$ cat src/rtl/alu_deserializer.sv
// Serial command receiver: eight DATA packets carry operands B then A, one CTL
// packet carries opcode and CRC4; emits a checked ALU command or an error pulse.
module alu_deserializer #(
  parameter bit CRC_CHECK_EN = 1'b1
) (
  input  logic        clk,
  input  logic        rst_n,
  input  logic        sin,
  output logic [31:0] a_o,
  output logic [31:0] b_o,
  output logic [2:0]  op_o,
  output logic        valid_o,
  output logic        err_o,
  output logic [2:0]  err_flags_o
);

  // state     | meaning
  // S_IDLE    | line idle, waiting for start bit (sin=0)
  // S_TYPE    | sampling packet type bit (0 DATA, 1 CTL)
  // S_PAYLOAD | sampling 8 payload bits, MSB first
  // S_STOP    | sampling stop bit, command decision on CTL
  // S_RECOVER | bad stop bit seen, waiting for sin=1
  typedef enum logic [2:0] {S_IDLE, S_TYPE, S_PAYLOAD, S_STOP, S_RECOVER} state_t;

  state_t      state_q, state_d;
  logic [2:0]  bit_cnt_q;
  logic        pkt_type_q;
  logic [7:0]  payload_q;
  logic [3:0]  data_cnt_q;
  logic [63:0] ba_q;

  logic        stop_bad, ctl_done, data_done;
  logic        e_data, e_crc, e_op, cmd_err, cmd_ok;
  logic [3:0]  crc_calc;
  logic [2:0]  op_rx;

  // Shift-register CRC, x^4+x+1, zero init, MSB first.
  function automatic logic [3:0] crc4(input logic [67:0] msg);
    logic [3:0] c;
    c = 4'b0000;
    for (int i = 67; i >= 0; i--) begin
      if (c[3] ^ msg[i]) c = {c[2:0], 1'b0} ^ 4'b0011;
      else               c = {c[2:0], 1'b0};
    end
    return c;
  endfunction

  always_comb begin
    state_d = state_q;
    case (state_q)
      S_IDLE:    if (!sin) state_d = S_TYPE;
      S_TYPE:    state_d = S_PAYLOAD;
      S_PAYLOAD: if (bit_cnt_q == 3'd7) state_d = S_STOP;
      S_STOP:    state_d = sin ? S_IDLE : S_RECOVER;
      S_RECOVER: if (sin) state_d = S_IDLE;
      default:   state_d = S_IDLE;
    endcase
  end

  always_comb begin
    op_rx     = payload_q[6:4];
    crc_calc  = crc4({ba_q, 1'b1, op_rx});
    stop_bad  = (state_q == S_STOP) && !sin;
    ctl_done  = (state_q == S_STOP) && sin && pkt_type_q;
    data_done = (state_q == S_STOP) && sin && !pkt_type_q;
    e_data    = stop_bad || (ctl_done && ((data_cnt_q != 4'd8) || payload_q[7]));
    e_crc     = ctl_done && !e_data && CRC_CHECK_EN && (crc_calc != payload_q[3:0]);
    e_op      = ctl_done && !e_data && !e_crc &&
                !((op_rx == 3'b000) || (op_rx == 3'b001) ||
                  (op_rx == 3'b100) || (op_rx == 3'b101));
    cmd_err   = e_data || e_crc || e_op;
    cmd_ok    = ctl_done && !cmd_err;
  end

  always_ff @(posedge clk or negedge rst_n) begin
    if (!rst_n) begin
      state_q     <= S_IDLE;
      bit_cnt_q   <= 3'd0;
      pkt_type_q  <= 1'b0;
      payload_q   <= 8'd0;
      data_cnt_q  <= 4'd0;
      ba_q        <= 64'd0;
      a_o         <= 32'd0;
      b_o         <= 32'd0;
      op_o        <= 3'd0;
      valid_o     <= 1'b0;
      err_o       <= 1'b0;
      err_flags_o <= 3'd0;
    end else begin
      state_q     <= state_d;
      valid_o     <= cmd_ok;
      err_o       <= cmd_err;
      err_flags_o <= {e_data, e_crc, e_op};
      if (state_q == S_TYPE) begin
        pkt_type_q <= sin;
        bit_cnt_q  <= 3'd0;
      end
      if (state_q == S_PAYLOAD) begin
        payload_q <= {payload_q[6:0], sin};
        bit_cnt_q <= bit_cnt_q + 3'd1;
      end
      if (data_done) begin
        ba_q <= {ba_q[55:0], payload_q};
        if (data_cnt_q != 4'd9) data_cnt_q <= data_cnt_q + 4'd1;
      end
      // Any command outcome, good or bad, starts the next command from scratch.
      if (ctl_done || stop_bad) begin
        ba_q       <= 64'd0;
        data_cnt_q <= 4'd0;
      end
      if (cmd_ok) begin
        b_o  <= ba_q[63:32];
        a_o  <= ba_q[31:0];
        op_o <= op_rx;
      end
    end
  end

endmodule

$ cat config.mk
export PLATFORM = sky130hd
export DESIGN_NAME = alu_deserializer
export DESIGN_NICKNAME = d
export VERILOG_FILES = /design/src/rtl/alu_deserializer.sv
export SDC_FILE = /design/constraint.sdc
export NUM_CORES = 1
export LEC_CHECK = 0
export ABC_CLOCK_PERIOD_IN_PS = 4100
export CAP_MARGIN = 20
export CORE_MARGIN = 5
export CORE_UTILIZATION = 63
export CTS_CLUSTER_SIZE = 12
export DETAILED_ROUTE_END_ITERATION = 12
export DONT_BUFFER_PORTS = 1
export PLACE_DENSITY = 0.79
export SYNTH_ARGS = -nofsm -noshare
export SYNTH_HDL_FRONTEND = slang
export SYNTH_SLANG_ARGS = --single-unit
export TNS_END_PERCENT = 10
$ cat constraint.sdc
create_clock -name clk -period 4.1 [get_ports clk]
set_input_delay 0.205 -clock clk [delete_from_list [all_inputs] [get_ports clk]]
set_output_delay 0.205 -clock clk [all_outputs]
set_load 0.05 [all_outputs]
**Word-level counts from Yosys, hierarchy flattened**

Index checks and enable logic that the tools add are counted.

- Input bits: 3
- Bits in registers: 155

- Mux-type cells: 80
- Reductions and logical operators: 31
- Add/subtract/negate cells: 2
- Bitwise logic cells: 133
- Equal/unequal tests: 14

Operators by type and width:

| operator | count |
|---|---|
| 2-bit 2-to-1 mux | 68 |
| 2-bit inverter | 67 |
| 64-bit 2-to-1 mux | 2 |
| 1-bit bitwise XOR | 64 |
| 3-bit 2-to-1 mux | 6 |
| 3-bit one-hot mux with 5 select lines | 1 |
| 3-bit == test (second input constant) | 4 |
| 4-bit 2-to-1 mux | 3 |
| 1-bit logical AND | 10 |
| 1-bit logical OR | 8 |
| 4-bit inequality test (second input constant) | 2 |
| 3-bit by 1-bit == test with 1-bit output (second input constant) | 2 |
| 3-bit by 2-bit == test with 1-bit output (second input constant) | 2 |
| 1-bit zero test | 6 |
| 3-bit zero test | 2 |
| 2-bit inequality test (second input constant) | 3 |
| 2-bit nonzero test | 3 |
| 4-bit by 1-bit adder with 4-bit output (second input constant) | 1 |
| 4-bit inequality test | 1 |
| 3-bit by 1-bit adder with 3-bit output (second input constant) | 1 |
| 3-bit AND reduction | 1 |
| 2-bit AND reduction | 1 |
| 1-bit bitwise XOR (first input constant) | 2 |

**Longest topological paths before layout**

Gate-level depths: netlist of run 1.

- Depth in word-level cells: 143
- Mapped depth: 13
- Mapped depth without buffers: 10

**Least setup slack after synthesis of run 1**

Ideal clock, no wire load.

- Path kind: flip-flop to flip-flop
- Start: register ba_q[47]
- End: register a_o[10]
- Cell stages (with the launch flop): 13
- Data arrival time: 3.604 ns
- Required time: 3.975 ns
- Path slack: 0.371 ns
- Cell sequence: dfrtp_1 -> xnor3_1 -> xor2_1 -> xnor3_1 -> xnor3_2 -> xnor3_1 -> xnor2_1 -> xnor2_1 -> mux2i_2 -> nand3_2 -> buf_4 -> buf_6 -> mux2_4

- Cells in the longest elaborated chain, start to end: 60
- Elaborated cells between the ends (all ways): 156
- Classes of those cells: eq/ne: 1; mux: 51; bitwise: 96; reduce/logical: 8

RTL lines:

| element | RTL line | RTL |
|---|---|---|
| from (decl) | 30 | `logic [63:0] ba_q;` |
| from (signal assigned) | 103 | `ba_q <= {ba_q[55:0], payload_q};` |
| 1-bit bitwise XOR * | 42 | `if (c[3] ^ msg[i]) c = {c[2:0], 1'b0} ^ 4'b0011;` |
| 2-bit 2-to-1 mux * | 42 |  |
| 1-bit bitwise XOR or 2-bit inverter (tied branches) | -- |  |
| 2-bit 2-to-1 mux | 42 |  |
| 2-bit inverter (no source line) or 1-bit bitwise XOR (tied branches) | -- |  |
| 2-bit 2-to-1 mux | 42 |  |
| 1-bit bitwise XOR or 2-bit inverter (tied branches) | -- |  |
| 2-bit 2-to-1 mux | 42 |  |
| [... 43 more ...] | -- |  |
| 2-bit 2-to-1 mux | 42 |  |
| 4-bit inequality test * | 67 | `e_crc = ctl_done && !e_data && CRC_CHECK_EN && (crc_calc != payload_q[3:0]);` |
| 1-bit logical AND * | 67 |  |
| 1-bit zero test | 68 | `e_op = ctl_done && !e_data && !e_crc &&` |
| 1-bit logical AND (2 in series) | 68 |  |
| 1-bit logical OR * | 71 | `cmd_err = e_data \|\| e_crc \|\| e_op;` |
| 1-bit zero test * | 72 | `cmd_ok = ctl_done && !cmd_err;` |
| 1-bit logical AND * | 72 |  |
| to (signal assigned) | 113 | `a_o <= ba_q[31:0];` |
| to (decl) | 9 | `output logic [31:0] a_o,` |

Every way passes the cells marked *; elsewhere a longest branch is shown, timed or not.
A chain may end at the register's enable or synchronous reset.

**Worst setup path in the final report of run 1**

- Start: register ba_q[37]
- End: register a_o[25]

- Cells in the longest elaborated chain, start to end: 52
- Elaborated cells between the ends (all ways): 126
- Classes of those cells: eq/ne: 1; mux: 41; bitwise: 76; reduce/logical: 8

RTL lines:

| element | RTL line |
|---|---|
| 1-bit bitwise XOR * | 42 |
| 2-bit 2-to-1 mux * | 42 |
| 2-bit inverter (no source line) | -- |
| 2-bit 2-to-1 mux | 42 |
| 1-bit bitwise XOR | 42 |
| 2-bit 2-to-1 mux | 42 |
| 2-bit inverter (no source line) | -- |
| 2-bit 2-to-1 mux | 42 |
| [... 35 more ...] | -- |
| 2-bit 2-to-1 mux | 42 |
| 4-bit inequality test * | 67 |
| 1-bit logical AND * | 67 |
| 1-bit zero test | 68 |
| 1-bit logical AND (2 in series) | 68 |
| 1-bit logical OR * | 71 |
| 1-bit zero test * | 72 |
| 1-bit logical AND * | 72 |

Marks and branches as above.

==> results of run 1 <==
## sequential cells by signal, indices dropped and copies added, names as in the netlist
signal,count
ba_q,64
state_q,3
pkt_type_q,1
a_o,32
bit_cnt_q,3
payload_q,8
op_o,3
err_flags_o,3
data_cnt_q,4
err_o,1
valid_o,1
b_o,32
## layout by cell type (no fill, tap or decap), types with 6 or more instances in the layout
cell	count
dfrtp_1	155
a22o_1	66
nand2_1	8
nor2_1	7
inv_1	8
xnor2_1	60
xnor3_1	20
xor2_1	19
buf_4	6
mux2_2	56
mux2_4	18
clkbuf_16	16
## how the worst max path moves through the flow
stage | from | to | slack [ns] | depth (start not counted)
global placement | ba_q[37] | a_o[25] | 0.26 | 11
floorplan | ba_q[47] | a_o[10] | 0.37 | 12
global route | ba_q[37] | a_o[25] | 0.003 | 11
detailed placement | ba_q[37] | a_o[25] | 0.20 | 11
finish | ba_q[37] | a_o[25] | 0.22 | 11
CTS | ba_q[37] | a_o[25] | 0.19 | 11
## layer usage
metal  vias to the layer above  track usage  wire, um
li1                       1718            -         -
met1                      1965       0.2836      5800
met2                        98       0.3498      6715
met3                        22      0.06266       678
met4                         0      0.07270       251
met5                         -            0         0
## metrics by stage
stage	total power [mW]	setup WS (ns)
floorplan	3.524	0.3710
CTS	5.551	0.1854
global route	5.878	0.003070
finish	5.571	0.2157
global placement	3.811	0.2636
detailed placement	3.903	0.2042
## worst max-delay path: stages (launching register included)
cell and delay, ns:
dfrtp_1 0.40, xnor3_1 0.42, xor2_1 0.23, xnor3_1 0.48, xnor3_2 0.45, xnor3_1 0.40
xnor2_1 0.20, xnor2_1 0.17, mux2i_2 0.34, nand3_4 0.14, buf_12 0.20, mux2_4 0.31
## kinds of logic (layout without fill, tap and decap cells)
group / after synthesis / after routing / synth area share
flip-flops: 155 / 155 / 0.5496
XOR/XNOR: 105 / 105 / 0.1778
multiplexers: 77 / 77 / 0.1324
AO/OA/AOI/OAI: 75 / 75 / 0.08901
buffers and inverters: 31 / 51 / 0.02003
AND/OR/NAND/NOR: 30 / 30 / 0.02217
adder cells (fa/ha/maj): 5 / 5 / 0.008865
## power by group through the flow
stage	Clock [mW]	Sequential (mW)	Combinational, mW
after floorplan	0	1.85	1.67
after global placement	0	1.93	1.88
after global routing	1.70	1.93	2.25
after detailed placement	0	1.94	1.96
final	1.60	1.91	2.06
after CTS	1.62	1.91	2.02
## area by class of cell
type	instances	area (um^2)
Clock buffer	18	427.9
Clock inverter	14	182.7
Fill cell	682	3008
Inverter	8	30.03
Multi-Input combinational cell	292	3053
Sequential cell	155	3879
Tap cell	140	175.2
Timing Repair Buffer	11	132.6
## repair_timing
action | 4_1_cts | 5_1_grt
setup endpoints to repair | 0 | 12
gates resized for setup | 0 | 1
hold buffers | 3 | 0
hold endpoints to repair | 165 | 0
==> summary.txt, run 1 <==
Outcome
  • Status: finished clean

Logic synthesis
  • Mapped Cells: 478
  • Syn Area/Cell: ~15 um^2
  • Count of different cell masters after synthesis: 36
  • Count leader, synth: dfrtp_1
  • Largest cells by area after synthesis: dfrtp_1 55%, mux2_2 8.9%, a22o_1 8.2%
  • Leading area contributor after synthesis: dfrtp_1
  • Top cells by count, synth: 155 x dfrtp_1, 66 x a22o_1, 60 x xnor2_1
  • Synth top area share: 0.5496
  • Synth Register Bits: 155
  • Seq/Total Area, Yosys: 0.5496
  • Primary FF master, synth: dfrtp_1
  • Yosys warnings: 0
  • Post-Synthesis Net Count: 486
  • Post-Syn Area: 7057 um^2
  • Asr flop ratio synth: 1.000
  • Post-synth EDFFs: 0

Drt
  • DR pass1 iterations: 4
  • ANT nets after route: 0
  • WL/cell: 21.07 um
  • Total wire length: 13450 um
  • Post-route DRC: 0
  • Via count: 3803
  • 1st-iter DRT viols: around 250
  • Via density: 5.961

Floorplanning
  • Row Count: 38
  • Die Width: between 100 and 150 um
  • Die extent in y: 115.8 um
  • Starting Density: 0.6481
  • Core outline area: 10890 um^2
  • Count of boundary I/O pins: 75
  • Die area: 13420 um^2

Setup path
  • WP data arrival: 4.30 ns
  • Required time of the critical path: 4.51 ns
  • Crit Path Max Fanout: 43
  • Setup crit start kind: flop
  • Worst R2R Setup Slack: roughly 0.22 ns
  • CP Capture Type: flop
  • Crit Reg-Reg Startpoint: ba_q[37]
  • CP Class: reg2reg
  • R2R depth: 11
  • R2r endpoint: a_o[25]

Final layout
  • Util after Layout: 0.7237
  • Design Area, Final: 7880 um^2
  • Area Overhead vs Synth: 11.67%
  • Layout cells sized above 1: 0.2510
  • ANT cells: 0
  • Final nets: 493
  • Non-Filler Instances: 638

Pwr
  • NetSw: 1.858 mW
  • Clock share of power: 0.287
  • Worst VDD drop: 0.5729 mV
  • Switching Fraction: 0.3334
  • Power Density: 706.9 nW/um^2
  • Sequential share of power: 0.343
  • Part of the power in combinational logic: 0.370
  • Pleak: between 3 and 4 nW
  • Cell internal pwr: 3.713 mW

Timing
  • Hold Slack: 0.05155 ns
  • Final Cycle Share: 0.9474
  • Highest clock rate: 257.4 MHz
  • Tmin final: between 3 and 4 ns
  • Hold Fails Final Rpt: 0
  • RSZ-0062 raised after global routing: false
  • Setup_tns: 0 ns
  • Slew headroom: 0.5106
  • Layout Skew: 0.01038 ns
  • Slew Limit Fails: 0
  • Worst slew pin tran: between 0.7 and 0.8 ns
  • Final setup violation count: 0

Placement
  • Placement-stage cell area: around 7200 um^2
  • Post-placement cell count: 603
  • PortBufs: 0
  • GPL Wtd Cong: between 0.7 and 0.8
  • Post-DP HPWL: about 8800 um

Job
  • Max Cap Violations: 0

Global routing
  • GRT Total Usage: 0.2161
  • First-pass GRT wire length: approximately 22000 um
  • Total gr overflow: 0
  • Vias in the first global route: approximately 4000
  • Initial antenna violation count: 0
  • Pin count of the biggest net entering global routing: 156

Clock tree
  • Clk sink count: 155
  • CTS tree: built
  • Post-CTS Setup Inserts: 0
  • H-tree depth: 4
  • CTS buffer count: 17
  • Root Driver: clkbuf_8
  • Worst-path clk slew: 0.06 ns
  • Clock buffer depth: 2
  • Clock latency on the worst-skew pair: 0.53 ns

Min path
  • Hold Path End: err_flags_o[0]
  • Hold depth: 3
  • Worst min-delay path category: in2reg
  • Hold_sp: sin
(Power assumes the default switching activity.)
==> run 2, diff against run 1 <==
ABC_AREA = 0   (was default)
REMOVE_ABC_BUFFERS = 1   (was default)
==> run 2 against run 1 <==
- clock power decreased by 6%
- critical path depth unchanged
- routed wire length decreased by 2.6%
- sequential share of layout area increased by 0.38 points
==> summary.txt, run 2 (synthesis results as in run 1) <==
Timing
  • Final Cycle Share: 0.9566 (+0.009251)
  • RSZ-0062 raised after global routing: false
  • Tmin final: 3.922 ns (+0.03793 ns)
  • Slew headroom: 0.4991 (-0.01150)
  • Slew Limit Fails: 0 (unchanged)
  • Layout Skew: 0.005571 ns (-0.004805 ns)
  • Hold Fails Final Rpt: 0 (unchanged)
  • Worst slew pin tran: 0.7513 ns (+0.01725 ns)
  • Highest clock rate: 255.0 MHz (-0.97%)
  • Setup_tns: 0 ns (unchanged)
  • Final setup violation count: 0 (unchanged)

Global routing
  • Total gr overflow: 0 (unchanged)
  • Global-route track usage on met2: 0.3525 (+0.002685)
  • GRT Total Usage: 0.2157 (-0.0004125)
  • Met1 GRT Util: 0.2766 (-0.007019)
  • Initial antenna violation count: 0 (unchanged)
  • Pin count of the biggest net entering global routing: 156 (unchanged)
  • Most Crowded Layer GR: met2
  • Met3 usage: 0.06005 (-0.002611)
  • Vias in the first global route: 4192 (+3.7%)
  • First-pass GRT wire length: 22090 um (+0.88%)

Setup path
  • Worst R2R Setup Slack: 0.18 ns (-0.04 ns)
  • WP data arrival: 4.34 ns (+0.04 ns)
  • Required time of the critical path: 4.52 ns (about the same)
  • Crit Path Max Fanout: 39 (-9.3%)
  • CP Class: reg2reg
  • CP Cell Sequence: xnor3_1, xor2_2, xnor3_1, xnor3_2, xnor3_1, xnor2_1, xnor2_1, mux2i_2, nand3_4, buf_8, mux2_4
  • Crit-path leading delay family: XOR/XNOR gates
  • Top cell by count, worst path: xnor3_1
  • Number of buffers and inverters on the critical path: 1 (unchanged)
  • CP max stage cell: xnor3_1
  • Critical path's largest stage delay: 0.46 ns (-0.02 ns)
  • Setup crit start kind: flop
  • CP Capture Type: flop

Pwr
  • Pleak: 3.867 nW (-1.0%)
  • Final Total Pwr: 5.521 mW (-0.90%)
  • Power Density: 705.5 nW/um^2 (-0.20%)
  • Worst VDD drop: 0.7515 mV (+31%)

Floorplanning
  • Core outline area: 10890 um^2 (unchanged)
  • Die extent in y: 115.8 um (unchanged)
  • Die Width: 115.8 um (unchanged)
  • Starting Density: 0.6481 (unchanged)
  • Count of boundary I/O pins: 75 (unchanged)
  • Row Count: 38 (unchanged)
  • Die area: 13420 um^2 (unchanged)

Placement
  • Post-DP HPWL: 8653 um (-1.5%)
  • Post-placement cell count: 601 (-0.33%)
  • PortBufs: 0 (unchanged)
  • Placement-stage cell area: 7178 um^2 (-0.55%)
  • GPL Wtd Cong: 0.7834 (about the same)

Final layout
  • Non-Filler Instances: 637 (-0.16%)
  • Design Area, Final: 7825 um^2 (-0.70%)
  • Util after Layout: 0.7187 (-0.005057)
  • ANT cells: 0 (unchanged)
  • Largest register FFs: 64 (unchanged)
  • Final nets: 492 (-0.20%)
  • Largest reg by FF count: ba_q
  • Largest registers: ba_q x64, a_o x32, b_o x32
  • Commonest cells after routing, fill and taps aside: 153 x dfrtp_1, 66 x a22o_1, 60 x xnor2_1
  • Layout cells sized above 1: 0.2475 (-0.003519)
  • Commonest non-fill, non-tap cell in the layout: dfrtp_1
  • Area Overhead vs Synth: 10.89%
  • Number of fillers in the final layout: 701 (+2.8%)

Drt
  • WL/cell: 20.55 um (-2.5%)
  • ANT nets after route: 0 (unchanged)
  • Via density: 5.893 (-1.1%)
  • 1st-iter DRT viols: 286 (+16%)
  • Post-route DRC: 0 (unchanged)
  • Total wire length: 13090 um (-2.6%)
  • Via count: 3754 (-1.3%)
  • DR pass1 iterations: 4 (unchanged)

Clock tree
  • CTS tree: built
  • Clock latency on the worst-skew pair: 0.53 ns (about the same)
  • CTS buffer count: 17 (unchanged)
  • Root Driver: clkbuf_8
  • Clk sink count: 155 (unchanged)
  • Clock buffer depth: 2 (unchanged)
  • Worst-path clk slew: 0.06 ns (about the same)
  • H-tree depth: 4 (unchanged)

Job
  • Max Cap Violations: 0 (unchanged)

Outcome
  • Status: finished clean

Min path
  • Worst min-delay path category: in2reg
[run 2: worst reg2reg max path, delay by kind of cell, from the launching register on]
family                    cells  cell delay [ns]
muxes                         2             0.70
and+or+nand+nor               1             0.12
xor gates and xnor gates      7             2.32
buffers and inverters         1             0.22
DFF                           1             0.44
[run 2: layout make-up]
cell class	count	area, um^2	share of cell area
Inverter	8	30.03	0.003838
Timing Repair Buffer	10	111.4	0.01423
Clock buffer	22	452.9	0.05788
Multi-Input combinational cell	292	3057	0.3906
Clock inverter	10	117.6	0.01503
Tap cell	140	175.2	0.02239
Sequential cell	155	3881	0.4960
[run 2: worst paths after layout]
path                               from              to  cells after the start
max                            ba_q[37]         a_o[25]                     11
min                                 sin  err_flags_o[0]                      3
max reg2reg                    ba_q[37]         a_o[25]                     11
min reg2reg                bit_cnt_q[1]    bit_cnt_q[1]                      1
max in group asynchronous         rst_n         a_o[10]                      2
min in group asynchronous         rst_n         b_o[19]                      2
[run 2: routing by layer]
layer | part of all wire | vias to the layer above
met2 | 0.51 | 86
li1 | - | 1714
met5 | 0 | -
met3 | 0.050 | 20
met1 | 0.42 | 1934
met4 | 0.018 | 0
[run 2: power breakdown]
part           switching (mW)  internal (mW)  total, mW
Clock                   0.611          0.898       1.51
Combinational            1.00           1.11       2.11
Sequential              0.223           1.68       1.90
Total                    1.84           3.68       5.52
[run 2: repair_timing]
action	in CTS	in global routing
hold endpoints to repair	165	0
gates resized for setup	1	6
hold buffers	3	0
setup buffers	0	1
endpoints found under the setup margin	24	67
[run 2: per-stage QoR]
step                      hold slack, ns  setup slack (ns)
after CTS                        0.05825           0.01145
final                            0.07170            0.1778
after global routing             0.04994          0.007229
after global placement          -0.08437            0.1547
after detailed placement        -0.08591          -0.01083
after floorplan                 -0.09059            -1.702
==> run 3, diff against run 2 <==
CORE_UTILIZATION = 41   (was 63)
PLACE_DENSITY = default   (was 0.79)
==> run 3 against run 2 <==
- global-route usage is 6.6 points lower
- first-iteration DRC count is 5.9% lower
- sequential share of layout area is 0.89 points lower
- setup slack worse by 0.017 ns
- combinational power is 7% higher
- maximum frequency is 0.43% lower
- largest power group unchanged
==> summary.txt, run 3 (synthesis results as in run 1) <==
Placement
  • Post-placement cell count: 686 (+14%)
  • GPL Wtd Cong: 0.8319 (+6.2%)
  • Post-DP HPWL: 9420 um (+8.9%)
  • Dpl ws: -0.03190 ns (-0.02108 ns)
  • Placement-stage cell area: 7297 um^2 (+1.7%)
  • PortBufs: 0 (unchanged)

Final layout
  • Largest reg by FF count: ba_q
  • Largest register FFs: 64 (unchanged)
  • Commonest cells after routing, fill and taps aside: 154 x dfrtp_1, 66 x a22o_1, 60 x xnor2_1
  • ANT cells: 0 (unchanged)
  • Number of fillers in the final layout: 1531 (+120%)
  • Final nets: 493 (+0.20%)
  • Largest registers: ba_q x64, a_o x32, b_o x32
  • Non-Filler Instances: 721 (+13%)
  • FF/Latch Area: 3880 um^2 (about the same)
  • Multi-input logic area: 3060 um^2 (+0.12%)
  • Design Area, Final: 7965 um^2 (+1.8%)
  • Layout cells sized above 1: 0.2500 (+0.002515)
  • Commonest non-fill, non-tap cell in the layout: dfrtp_1
  • Area Overhead vs Synth: 12.87%

Clock tree
  • H-tree depth: 4 (unchanged)
  • CTS buffer count: 17 (unchanged)
  • Clock buffer depth: 2 (unchanged)
  • Clk sink count: 155 (unchanged)
  • Root Driver: clkbuf_16
  • Worst-path clk slew: 0.06 ns (about the same)
  • Clock latency on the worst-skew pair: 0.43 ns (-0.10 ns)
  • CTS tree: built

Timing
  • Slew Limit Fails: 0 (unchanged)
  • Hold Slack: 0.07055 ns (-0.001155 ns)
  • Worst slew pin tran: 0.8484 ns (+0.09714 ns)
  • Final worst slack: 0.1609 ns (-0.01683 ns)
  • RSZ-0062 raised after global routing: true
  • Layout Skew: 0.01121 ns (+0.005644 ns)
  • Tmin final: 3.939 ns (+0.01683 ns)
  • Final setup violation count: 0 (unchanged)
  • Slew headroom: 0.4344 (-0.06476)
  • Final Cycle Share: 0.9607 (+0.004105)
  • Highest clock rate: 253.9 MHz (-0.43%)
  • Hold Fails Final Rpt: 0 (unchanged)

Drt
  • ANT nets after route: 0 (unchanged)
  • Via count: 3770 (+0.43%)
  • DR pass1 iterations: 4 (unchanged)
  • Post-route DRC: 0 (unchanged)
  • Total wire length: 14250 um (+8.9%)
  • WL/cell: 19.77 um (-3.8%)
  • 1st-iter DRT viols: 269 (-5.9%)
  • Via density: 5.229 (-11%)

Setup path
  • Setup crit start kind: flop
  • Crit Reg-Reg Startpoint: ba_q[37]
  • R2R depth: 11 (unchanged)
  • Crit Path Max Fanout: 43 (+10%)
  • Critical path origin: ba_q[37]
  • CP Class: reg2reg
  • Required time of the critical path: 4.40 ns (-0.12 ns)
  • CP Capture Type: flop
  • Worst R2R Setup Slack: 0.16 ns (-0.02 ns)
  • WP data arrival: 4.24 ns (-0.10 ns)

Job
  • Max Cap Violations: 0 (unchanged)

Min path
  • Worst min-delay path category: in2reg
  • Hold_sp: sin
  • Hold depth: 2 (-1)

Floorplanning
  • Starting Density: 0.4123 (-0.2358)
  • Die area: 19940 um^2 (+49%)
  • Core outline area: 17120 um^2 (+57%)
  • Die extent in y: 141.2 um (+22%)
  • Die Width: 141.2 um (+22%)
  • Row Count: 48 (+26%)
  • Count of boundary I/O pins: 75 (unchanged)

Global routing
  • Initial antenna violation count: 0 (unchanged)
  • Total gr overflow: 0 (unchanged)
  • First-pass GRT wire length: 23090 um (+4.5%)
  • GRT Total Usage: 0.1496 (-0.06616)
  • Vias in the first global route: 4013 (-4.3%)
  • Pin count of the biggest net entering global routing: 156 (unchanged)

Pwr
  • Final Total Pwr: 5.744 mW (+4.1%)
  • Pleak: 3.881 nW (+0.36%)
  • Power Density: 721.2 nW/um^2 (+2.2%)
  • Worst VDD drop: 0.6078 mV (-19%)

Outcome
  • Status: finished clean
[run 3: cell type report]
cell class | instances | area share
multi-input cells | 292 | 0.3842
clock buffers | 19 | 0.05561
inverters | 8 | 0.003770
well taps | 225 | 0.03534
repair buffers | 11 | 0.01555
flip-flops and latches | 155 | 0.4871
clock inverters | 11 | 0.01838
[run 3: timing repair]
action | in CTS | in global routing
cloned | 0 | 0
setup endpoints to repair | 29 | 68
hold buffers | 3 | 0
endpoints found under the hold margin | 160 | 0
buffers inserted | 1 | 1
resized for setup | 0 | 4
[run 3: worst paths after layout]
check	end
setup / recovery	a_o[8]
hold / removal	data_cnt_q[2]
setup reg to reg	a_o[8]
hold reg to reg	bit_cnt_q[2]
max in group asynchronous	ba_q[34]
min in group asynchronous	ba_q[50]
[run 3: power by group]
group / switching [mW] / internal [mW] / total (mW)
logic: 1.05 / 1.21 / 2.26
registers: 0.228 / 1.68 / 1.91
clock network: 0.616 / 0.965 / 1.58
total: 1.89 / 3.85 / 5.74
[run 3: worst max-delay path: stages, from the launching register on]
cell and delay, ns:
dfrtp_2 0.43, xnor3_1 0.42, xor2_2 0.20, xnor3_1 0.47, xnor3_2 0.47, xnor3_1 0.41
xnor2_1 0.23, xnor2_1 0.18, mux2i_2 0.32, nand3_4 0.13, buf_12 0.23, mux2_4 0.33
[run 3: stage by stage]
| step | TNS, ns | util |
|---|---|---|
| global placement | 0 | 0.4263 |
| finish | 0 | 0.4654 |
| global route | -0.2733 | 0.4654 |
| detailed placement | -0.2658 | 0.4263 |
| floorplan | -149.87 | - |
| CTS | 0 | 0.4640 |
[run 3: metal layers]
layer,up-vias,global-route usage,part of all wire
met4,0,0.05507,0.020
met3,18,0.05292,0.057
met5,-,0,0
met2,69,0.2328,0.48
met1,1968,0.1934,0.44
li1,1715,-,-
